===== config.mk =====
export PLATFORM = sky130hd
export DESIGN_NAME = regfile_wb_arbiter
export DESIGN_NICKNAME = d
export VERILOG_FILES = /design/src/rtl/regfile_pkg.sv /design/src/rtl/regfile_scoreboard.sv /design/src/rtl/regfile_wb_arbiter.sv
export SDC_FILE = /design/constraint.sdc
export NUM_CORES = 1
export LEC_CHECK = 0
export ABC_AREA = 0
export CORE_UTILIZATION = 47
export CTS_CLUSTER_SIZE = 25
export DETAILED_ROUTE_END_ITERATION = 8
export GPL_TIMING_DRIVEN = 0
export HOLD_SLACK_MARGIN = 0.08
export PLACE_DENSITY = 0.85
export SLEW_MARGIN = 20
export SYNTH_ARGS = -nofsm -noshare
export SYNTH_HDL_FRONTEND = slang
export SYNTH_SLANG_ARGS = --single-unit

===== constraint.sdc =====
create_clock -name Clk -period 2.5 [get_ports Clk]
set_input_delay 0.375 -clock Clk [delete_from_list [all_inputs] [get_ports Clk]]
set_output_delay 0.375 -clock Clk [all_outputs]
set_load 0.005 [all_outputs]

===== src/rtl/regfile_pkg.sv =====
// Shared constants for the register file and its writeback arbiter.
package regfile_pkg;

    localparam int unsigned REG_ADDR_W = 5;
    localparam int unsigned REG_DATA_W = 32;
    localparam int unsigned NUM_REGS   = 32;
    localparam int unsigned ZERO_REG   = 0;

    // Identity of a writeback requester; also the encoding of the round-robin pointer.
    typedef enum logic {
        REQ_ALU  = 1'b0,
        REQ_LOAD = 1'b1
    } req_id_e;

endpackage


===== src/rtl/regfile_scoreboard.sv =====
// Busy scoreboard: one bit per register, set by decode reservations and
// cleared when the matching write commits; register 0 is never busy.
module regfile_scoreboard
    import regfile_pkg::*;
#(
    parameter int unsigned ADDR_W = REG_ADDR_W
) (
    input  logic              clk_i,
    input  logic              rst_i,
    input  logic              set_valid_i,
    input  logic [ADDR_W-1:0] set_addr_i,
    input  logic              clr_valid_i,
    input  logic [ADDR_W-1:0] clr_addr_i,
    input  logic [ADDR_W-1:0] chk_addr_a_i,
    input  logic [ADDR_W-1:0] chk_addr_b_i,
    output logic              chk_busy_a_c_o,
    output logic              chk_busy_b_c_o
);

    localparam int unsigned NREGS = 2 ** ADDR_W;

    logic [NREGS-1:0] busy_q;
    logic [NREGS-1:0] busy_d;

    // Set is applied after clear: a new reservation follows the retiring write.
    always_comb begin
        busy_d = busy_q;
        if (clr_valid_i) begin
            busy_d[clr_addr_i] = 1'b0;
        end
        if (set_valid_i) begin
            busy_d[set_addr_i] = 1'b1;
        end
        busy_d[ZERO_REG] = 1'b0;
    end

    always_ff @(posedge clk_i) begin
        if (rst_i) begin
            busy_q <= '0;
        end else begin
            busy_q <= busy_d;
        end
    end

    assign chk_busy_a_c_o = busy_q[chk_addr_a_i];
    assign chk_busy_b_c_o = busy_q[chk_addr_b_i];

endmodule


===== src/rtl/regfile_wb_arbiter.sv =====
// Round-robin arbiter sharing the register file write port between the ALU
// and load writeback paths, with registered write outputs and a busy scoreboard.
module regfile_wb_arbiter
    import regfile_pkg::*;
#(
    parameter int unsigned DATA_W = REG_DATA_W,
    parameter int unsigned ADDR_W = REG_ADDR_W
) (
    input  logic              Clk,
    input  logic              Reset,
    input  logic              Req0Valid,
    input  logic [ADDR_W-1:0] Req0Addr,
    input  logic [DATA_W-1:0] Req0Data,
    output logic              Req0Ready,
    input  logic              Req1Valid,
    input  logic [ADDR_W-1:0] Req1Addr,
    input  logic [DATA_W-1:0] Req1Data,
    output logic              Req1Ready,
    input  logic              ResvValid,
    input  logic [ADDR_W-1:0] ResvAddr,
    input  logic [ADDR_W-1:0] ChkAddrA,
    input  logic [ADDR_W-1:0] ChkAddrB,
    output logic              ChkBusyA,
    output logic              ChkBusyB,
    output logic [ADDR_W-1:0] RegWrAddr,
    output logic [DATA_W-1:0] RegWrData,
    output logic              RegWrite
);

    req_id_e           last_q;
    req_id_e           last_d;
    logic [ADDR_W-1:0] wr_addr_q;
    logic [ADDR_W-1:0] wr_addr_d;
    logic [DATA_W-1:0] wr_data_q;
    logic [DATA_W-1:0] wr_data_d;
    logic              wr_en_q;
    logic              wr_en_d;
    logic              gnt0_c;
    logic              gnt1_c;

    // Grant: a lone requester wins; under contention the one not served last wins.
    always_comb begin
        gnt0_c = 1'b0;
        gnt1_c = 1'b0;
        if (!Reset) begin
            if (Req0Valid && Req1Valid) begin
                gnt0_c = (last_q == REQ_LOAD);
                gnt1_c = (last_q == REQ_ALU);
            end else begin
                gnt0_c = Req0Valid;
                gnt1_c = Req1Valid;
            end
        end
    end

    assign Req0Ready = gnt0_c;
    assign Req1Ready = gnt1_c;

    // Capture the granted request; writes to register 0 are accepted but suppressed.
    always_comb begin
        last_d    = last_q;
        wr_addr_d = wr_addr_q;
        wr_data_d = wr_data_q;
        wr_en_d   = 1'b0;
        if (gnt0_c) begin
            last_d    = REQ_ALU;
            wr_addr_d = Req0Addr;
            wr_data_d = Req0Data;
            wr_en_d   = (Req0Addr != ADDR_W'(ZERO_REG));
        end else if (gnt1_c) begin
            last_d    = REQ_LOAD;
            wr_addr_d = Req1Addr;
            wr_data_d = Req1Data;
            wr_en_d   = (Req1Addr != ADDR_W'(ZERO_REG));
        end
    end

    always_ff @(posedge Clk) begin
        if (Reset) begin
            last_q    <= REQ_LOAD;
            wr_addr_q <= '0;
            wr_data_q <= '0;
            wr_en_q   <= 1'b0;
        end else begin
            last_q    <= last_d;
            wr_addr_q <= wr_addr_d;
            wr_data_q <= wr_data_d;
            wr_en_q   <= wr_en_d;
        end
    end

    assign RegWrAddr = wr_addr_q;
    assign RegWrData = wr_data_q;
    assign RegWrite  = wr_en_q;

    // The committing write clears its busy bit at the same edge the register file latches it.
    regfile_scoreboard #(
        .ADDR_W (ADDR_W)
    ) u_scoreboard (
        .clk_i          (Clk),
        .rst_i          (Reset),
        .set_valid_i    (ResvValid),
        .set_addr_i     (ResvAddr),
        .clr_valid_i    (wr_en_q),
        .clr_addr_i     (wr_addr_q),
        .chk_addr_a_i   (ChkAddrA),
        .chk_addr_b_i   (ChkAddrB),
        .chk_busy_a_c_o (ChkBusyA),
        .chk_busy_b_c_o (ChkBusyB)
    );

endmodule


==> impl_metrics.env <==
export IMPL_ys_flop_type="dfxtp_1"
export IMPL_p_int_w=0.00206
export IMPL_clock_sinks=70
export IMPL_synth_net_count=507
export IMPL_cp_slowest_stage_delay_ns=0.53
export IMPL_path_common_cell="clkdlybuf4s50_1"
export IMPL_path_delay_family="buffers and inverters"
export IMPL_syn_area_um2=3460
export IMPL_yosysWarnings=0
export IMPL_comb_power_share=0.203
export IMPL_async_reset_ff_frac=0
export IMPL_synth_seq_cells=70
export IMPL_num_vias=3827
export IMPL_fin_nets=647
export IMPL_grt_ovfl_total=0
export IMPL_drt_pass1_iter_count=5
export IMPL_first_global_vias=3925
export IMPL_rrSetupSlack_ns=0.92
export IMPL_antenna_found_initial=0
export IMPL_switching_share=0.267
export IMPL_ant_nets=0
export IMPL_r2r_end="RegWrData[6]"
export IMPL_status="complete, no violations"
export IMPL_ys_seq_area_frac=0.405
export IMPL_tightest_slew_ns=1.01
export IMPL_hpwlAfterDp_mm=8.54
export IMPL_io_pins=136
export IMPL_yosysUniqueCellTypes=34
export IMPL_fin_skew_ns=0.00837
export IMPL_place_gp_congestion=0.875
export IMPL_p_switching_w=0.000751
export IMPL_cp_num_buf_inv=3
export IMPL_rr_startpoint="last_q"
export IMPL_clk_pin_slew_worst_paths_ns=0.07
export IMPL_grt_pass1_wl_mm=18.4
export IMPL_drv_cap=0
export IMPL_avgSynthCellArea_um2=8.39
export IMPL_p_leak_nw=1.85
export IMPL_worst_path_max_fanout=19
export IMPL_sequentialPowerShare=0.430
export IMPL_worst_ep_arrival_time_ns=2.01
export IMPL_syn_instance_count=413
export IMPL_path_class="in2out"
export IMPL_cts_tree="built"
export IMPL_worst_slack_ns=0.113
export IMPL_finalHoldViolations=0
export IMPL_drt_iter0_markers=277
export IMPL_fin_area_um2=5130
export IMPL_setup_viol=0
export IMPL_fin_crit_ns=2.39
export IMPL_worstSetupEndpointType="output pin"
export IMPL_hold_end="last_q"
export IMPL_fmax_mhz=419
export IMPL_die_h_um=87.8
export IMPL_area_delta_synth_final_pct=48.0
export IMPL_dp_slack_ns=-0.181
export IMPL_powerDensity_nw_per_um2=549
export IMPL_rr_worst_depth=6
export IMPL_n_fill_cell=520
export IMPL_dieArea_um2=7720
export IMPL_clkPwrFrac=0.367
export IMPL_wl_mm=11.6
export IMPL_grt_max_degree=20
export IMPL_core_area_um2=6940
export IMPL_hold_depth=3
export IMPL_antenna_cells=0
export IMPL_hold_class="in2reg"
export IMPL_drc=0
export IMPL_cts_buffer_depth=2
export IMPL_synth_edf_count=0
export IMPL_cts_root_buf="clkbuf_8"
export IMPL_slew_viol_final=0
export IMPL_insertion_delay_ns=0.35
export IMPL_port_buffers=130
export IMPL_die_w_um=87.8
export IMPL_avgViaCountPerCell=5.85
export IMPL_required_ns=2.12
export IMPL_htreeDepth=3
export IMPL_start_util=0.499
export IMPL_min_delay_start="Reset"
export IMPL_max_vdd_ir_drop_uv=420
export IMPL_cp_start_kind="input port"
export IMPL_numCtsBuffers=9
export IMPL_rows=30
export IMPL_track_usage=0.314
export IMPL_crit_chain="clkdlybuf4s50_1 -> a21boi_2 -> and2_4 -> buf_6 -> clkdlybuf4s50_1"
export IMPL_drive_above_1_share=0.0771
export IMPL_cpMaxStageDelayCell="clkdlybuf4s50_1"
export IMPL_place_area_um2=4880
export IMPL_rsz0062_at_grt="false"
export IMPL_wl_per_cell_um=17.7
export IMPL_fin_crit_sh=0.955
export IMPL_maxSlewHeadroom=0.325
layout by cell type (no fill, tap or decap), types with 2 or more instances in the layout:
cell,n
a211oi_1,11
a21oi_1,53
a22oi_1,32
and3_1,2
and3b_1,2
buf_2,4
buf_4,6
buf_6,3
bufinv_16,2
clkbuf_1,13
clkbuf_8,9
clkdlybuf4s50_1,126
clkinvlp_4,2
dfxtp_1,70
dlygate4sd2_1,2
dlymetal6s2s_1,2
inv_1,3
mux2i_1,27
mux4_2,6
nand2_1,66
nand2b_1,6
nand3_1,11
nand3b_1,5
nand4_1,2
nor2_1,19
nor2b_1,4
nor3b_1,4
o2111ai_1,2
o211ai_1,2
o21ai_0,41
o21ai_1,5
or3b_2,2
or4_1,2
repair_timing:
item                                   4_1_cts  5_1_grt
pin swaps                                    1        1
setup buffers                                0        1
hold buffers                                 0        0
cloned                                       0        0
endpoints found under the hold margin        0        0
setup endpoints to repair                    4        2
gates resized for setup                      8        2
routing by layer:
| metal | up-vias | routed length, µm | track usage |
|---|---|---|---|
| li1 | 1785 | - | - |
| met1 | 1763 | 4260 | 0.353 |
| met2 | 224 | 5560 | 0.518 |
| met3 | 55 | 1280 | 0.112 |
| met4 | 0 | 469 | 0.171 |
| met5 | - | 0 | 0 |
final cells by class:
class | instances | area [µm²] | share of cell area
Timing Repair Buffer | 131 | 1310 | 0.256
Tap cell | 96 | 120 | 0.0234
Clock buffer | 9 | 124 | 0.0242
Sequential cell | 70 | 1400 | 0.273
Clock inverter | 7 | 97.6 | 0.0190
Buffer | 27 | 160 | 0.0312
Inverter | 3 | 11.3 | 0.00220
Multi-Input combinational cell | 311 | 1900 | 0.371
stage by stage:
stage                util  total power [W]  setup TNS [ns]  hold WS [ns]  cells
floorplan               -          0.00146               0         0.453    413
global placement    0.703          0.00178          -0.542         0.441    639
detailed placement  0.703          0.00179          -0.597         0.450    639
CTS                 0.736          0.00281               0         0.429    653
global route        0.738          0.00291               0         0.462    654
finish              0.738          0.00282               0         0.439    654
worst max path at each step:
stage | cells past startpoint | slack [ns] | endpoint | start
after floorplan | 5 | 0.74 | ChkBusyA | ChkAddrA[0]
after global placement | 6 | -0.17 | Req1Ready | Req0Valid
after detailed placement | 6 | -0.18 | Req1Ready | Req0Valid
after CTS | 7 | 0.01 | ChkBusyB | ChkAddrB[2]
after global routing | 6 | 0.004 | ChkBusyB | ChkAddrB[4]
final | 5 | 0.11 | Req1Ready | Req1Valid
power by group through the flow:
stage          Clock [W]  Combinational [W]  Sequential (W)
3_5_place_dp           0           0.000560         0.00123
4_1_cts          0.00104           0.000566         0.00121
6_report         0.00103           0.000572         0.00121
5_1_grt          0.00108           0.000615         0.00122
3_3_place_gp           0           0.000551         0.00123
2_1_floorplan          0           0.000228         0.00123
registers in the layout (all words and copies together) (netlist names):
| name | count |
|---|---|
| u_scoreboard.busy_q | 31 |
| RegWrite | 1 |
| RegWrAddr | 5 |
| last_q | 1 |
| RegWrData | 32 |
synthesized netlist by cell type (all sizes together), types with 6 or more instances:
master / n / area share
a211oi: 11 / 0.024
buf: 14 / 0.027
a22oi: 33 / 0.076
nor2: 19 / 0.021
nand2b: 6 / 0.011
o21ai: 46 / 0.066
mux4: 6 / 0.039
mux2i: 27 / 0.078
dfxtp: 70 / 0.40
nand3: 11 / 0.016
clkbuf: 15 / 0.017
nand2: 67 / 0.073
a21oi: 53 / 0.077
worst register-to-register path: cells and delay by family, from the launching register on:
kind,cells,cell delay [ns]
AND/OR/NAND/NOR,2,0.46
AO/OA/AOI/OAI,2,0.32
buffers and inverters,2,0.35
flip-flops,1,0.33
cells by family (layout without fill, tap and decap cells):
kind of cell | after synthesis | after routing | synth area share
buffers and inverters | 32 | 177 | 0.0473
and+or+nand+nor | 130 | 130 | 0.176
AOI/OAI and AO/OA | 148 | 148 | 0.255
DFF | 70 | 70 | 0.405
muxes | 33 | 33 | 0.117
Power figures use the tool's default switching activity.
==> RTL change 1, RTL diff (config.mk and constraints unchanged) <==
Change the package constant `ZERO_REG` from 0 to 1.
--- a/src/rtl/regfile_pkg.sv
+++ b/src/rtl/regfile_pkg.sv
@@ -5,5 +5,5 @@
     localparam int unsigned REG_DATA_W = 32;
     localparam int unsigned NUM_REGS   = 32;
-    localparam int unsigned ZERO_REG   = 0;
+    localparam int unsigned ZERO_REG   = 1;
 
     // Identity of a writeback requester; also the encoding of the round-robin pointer.
Formal check against the unedited RTL: not equivalent (a bounded check fails within 4 cycles, from zero or initial values and one cycle with Reset high).
==> RTL change 1 against the unedited design <==
Wire length is 1.8% lower; sequential cell count stayed put; final area is 1.5% higher; worst hold slack better by 0.020 ns; total power is 8.5% lower; core utilization is 2.5 points lower; fmax is 2.4% lower; register-to-register slack worse by 0.08 ns; sequential power hardly changed; worst setup slack worse by 0.060 ns; synthesized area is 3.2% higher.
==> RTL change 1: results (changes against the unedited design) <==
stage,metric,value,unit,change
synth,synthTopCellsByArea,"dfxtp_1 39%, mux2i_1 11%, a21oi_1 7.0%",,
finish,layout-drive-gt1-share,8.94,%,+1.2 points
timing,fin_skew,0.00974,ns,+0.00137 ns
finish,seqCellArea,1400,um^2,about the same
finish,nMultiInputCombCells,308,,-0.96%
pwr,power_frac_seq,46.9,%,+3.9 points
synth,synthMuxAreaShare,14.7,%,+3.0 points
placement,gp_congestion,0.851,,-2.8%
pwr,pwr.group.clock,808,uW,-22%
critical_path,r2r_slack,0.84,ns,-0.08 ns
placement,dp_hpwl,8590,um,+0.60%
global_routing,grt_max_degree,11,,-45%
finish,fill_cells,597,,+15%
synth,synth_compound_area_share,24.3,%,-1.2 points
critical_path,cp-endpoint,Req0Ready,,
route,wl_per_cell,17.3,um,-2.4%
timing,relSlewSlack,34.9,%,+2.5 points
run_status,status,"finished, final reports clean",,
synth,avgSynthCellArea,8.63,um^2,+3.0%
pwr,power.leakage,0.00185,uW,-0.26%
route,via_count,3745,,-2.1%
global_routing,grt_pass1_wl,17900,um,-3.1%
placement,dp_slack,-0.191,ns,-0.00977 ns
synth,synth_common_cells,"70 x dfxtp_1, 54 x nand2_1, 50 x a21oi_1, 39 x mux2i_1, 33 x o21ai_0",,
critical_path,cp_slowest_stage_delay,0.50,ns,-0.03 ns
finish,nClkBuffers,14,,+5
==> RTL change 1: timing repair <==
| action | CTS | global route |
|---|---|---|
| setup endpoints to repair | 4 | 3 |
| buffers inserted | 0 | 0 |
| cloned | 0 | 0 |
| gates resized for setup | 6 | 12 |
==> RTL change 1: routing by layer <==
layer	GRT usage, %	wire length [um]	up-vias	part of all wire (%)
li1	-	-	1789	-
met1	32.7	4160	1775	37
met2	53.4	5870	160	52
met3	9.60	1100	21	9.7
met4	11.8	235	0	2.1
met5	0	0	-	0
==> RTL change 1: cell families after synthesis <==
kind of cell	Yosys count
flops	70
mux	45
simple gates	129
compound gates	134
buf+inv	36
==> RTL change 1: metrics by stage <==
stage          TNS, ns  cell area (um^2)  power, uW  hold slack [ns]
5_1_grt        -0.0204              5200       2680            0.481
4_1_cts              0              5180       2570            0.460
2_1_floorplan        0              3570       1460            0.453
3_3_place_gp    -0.383              5000       1760            0.442
3_5_place_dp    -0.461              5000       1780            0.450
6_report             0              5200       2570            0.459
==> RTL change 2, RTL diff (same flow settings) <==
Without the edit above. Make the reset (`Reset` and `rst_i`) asynchronous in 2 clocked blocks.
--- a/src/rtl/regfile_scoreboard.sv
+++ b/src/rtl/regfile_scoreboard.sv
@@ -35,5 +35,5 @@
     end
 
-    always_ff @(posedge clk_i) begin
+    always_ff @(posedge clk_i or posedge rst_i) begin
         if (rst_i) begin
             busy_q <= '0;
--- a/src/rtl/regfile_wb_arbiter.sv
+++ b/src/rtl/regfile_wb_arbiter.sv
@@ -76,5 +76,5 @@
     end
 
-    always_ff @(posedge Clk) begin
+    always_ff @(posedge Clk or posedge Reset) begin
         if (Reset) begin
             last_q    <= REQ_LOAD;
Behaviour: differs if Reset is asserted again (counterexample within 4 cycles, from zero or initial values and one cycle with Reset high); with Reset held inactive, the same outputs for 4 cycles.
==> RTL change 2 against the unedited design <==
The run now ends with negative setup slack left; sequential share of layout area rose by 6.7 points; worst setup slack got worse by 0.12 ns; non-clock buffer count fell by 5; critical path type unchanged; cell count fell by 12%; synthesized area did not move; wire length rose by 1.1%; clock skew rose by 0.00096 ns; register-to-register slack got worse by 0.09 ns; via count fell by 9.1%; sequential cell count did not move; synthesized cell count fell by 19%; final area rose by 0.49%.
Power is not compared: it rests on default switching activity, and its combinational part moved more than twofold at a synthesized area within 25%.
==> RTL change 2: results (changes against the unedited design) <==
stage,metric,value,unit,change
synth,synth_adder_area_share,0,%,unchanged
synth,yosysUniqueCellTypes,26,,-24%
timing,setup_viol_count_final,1,,+1
critical_path,cp_max_fo,10,,-9
placement,io_buffers,131,,+0.77%
critical_path,reg2regPathDepth,6,,unchanged
placement,dp_hpwl,8530,um,-0.17%
route,top_layer_used,met4,,
run_status,status,"finished, violations left",,
cts,htree_levels,3,,unchanged
global_routing,use_met3,10.7,%,-0.47 points
synth,syn_nets,427,,-16%
route,met3WireLength,1140,um,-11%
cts,cts_max_path_buffers,2,,unchanged
critical_path,r2r_slack,0.83,ns,-0.09 ns
finish,nets,571,,-12%
timing,tightest_slew,0.668,ns,-0.343 ns
critical_path,setup.worst_path.start,Reset,,
global_routing,grt_pass1_vias,3548,,-9.6%
pwr,p_per_area,716,nW/um^2,
cts,cts_resized,8,,unchanged
route,wl_per_cell,20.2,um,+14%
synth,async_flop_share,100,%,+100 points
global_routing,met1_usage,35.7,%,+0.40 points
hold_path,hold_path.class,input port to asynchronous set/reset pin,,
critical_path,rr_startpoint,last_q$_DFFE_PP1P_,,
route,drt_iter0_drc,395,,+43%
timing,whs,0.425,ns,-0.0145 ns
finish,final_util,74.2,%,+0.36 points
timing,final.setup.tns,-0.00168,ns,-0.00168 ns
synth,synth_common_cells,"69 x dfrtp_1, 65 x o21ai_0, 41 x inv_1, 37 x a222oi_1, 18 x mux2i_1",,
timing,fin_skew,0.00934,ns,+0.000963 ns
synth,synth_top_flop_cell,dfrtp_1,,
finish,stdcell_count,578,,-12%
finish,fill_cells,480,,-7.7%
route,wl_met2,5890,um,+5.8%
placement,post-place-cells,562,,-12%
run_status,violations,negative setup slack,,
critical_path,r2r-end,RegWrAddr[2]$_DFFE_PP0P_,,
critical_path,cp-endpoint,Req0Ready,,
route,first_pass_iters,7,,+2
synth,synth_warnings,0,,unchanged
synth,avgSynthCellArea,10.4,um^2,+24%
global_routing,grt_max_degree,33,,+65%
cts,cts_made_buffers,9,,unchanged
placement,gp_congestion,0.855,,-2.3%
global_routing,grt_use_met2,53.4,%,+1.6 points
synth,synthMuxAreaShare,9.10,%,-2.6 points
route,wirelength_met1,4300,um,+0.89%
global_routing,grtUsageTotal,31.3,%,about the same
timing,finalWorstSetupSlack,-0.00168,ns,-0.115 ns
critical_path,worstPathArrival,2.13,ns,+0.12 ns
synth,synthTopCellsByArea,"dfrtp_1 50%, a222oi_1 11%, o21ai_0 9.4%",,
synth,yosysSeqAreaShare,50.6,%,+10 points
finish,layout-drive-gt1-share,8.92,%,+1.2 points
synth,synth_compound_area_share,23.6,%,-1.9 points
global_routing,grt_pass1_wl,17900,um,-2.9%
placement,place_area,4940,um^2,+1.1%
placement,dp_slack,-0.138,ns,+0.0431 ns
route,routed_via_density,6.02,,+2.9%
[RTL change 2: cell types whose count changed in the layout (fill, tap and decap cells not counted), sizes merged, moves of 20 or more]
cell / delta
dfxtp: -70
dfrtp: +69
nand2: -60
a21oi: -45
a222oi: +37
inv: +37
a22oi: -29
o21ai: +20
[RTL change 2: final cells by class]
class / instances / area share (%)
well taps: 96 / 2.33
multi-input cells: 202 / 28.6
repair buffers: 133 / 26.4
clock buffers: 10 / 2.48
clock inverters: 6 / 0.923
flip-flops and latches: 70 / 34.0
inverters: 41 / 3.06
plain buffers: 20 / 2.11
[RTL change 2: critical path, cell delays in order]
cell	delay (ns)
clkdlybuf4s50_1	0.50
nand2b_1	0.25
a21oi_2	0.22
clkbuf_4	0.26
clkdlybuf4s50_1	0.52
[RTL change 2: power by group through the flow]
stage	Combinational, uW	Sequential, uW	Clock (uW)
after global routing	1270	1720	897
after detailed placement	1140	1700	0
after global placement	1090	1670	0
final	1170	1690	832
after CTS	1160	1680	837
after floorplan	585	1630	0
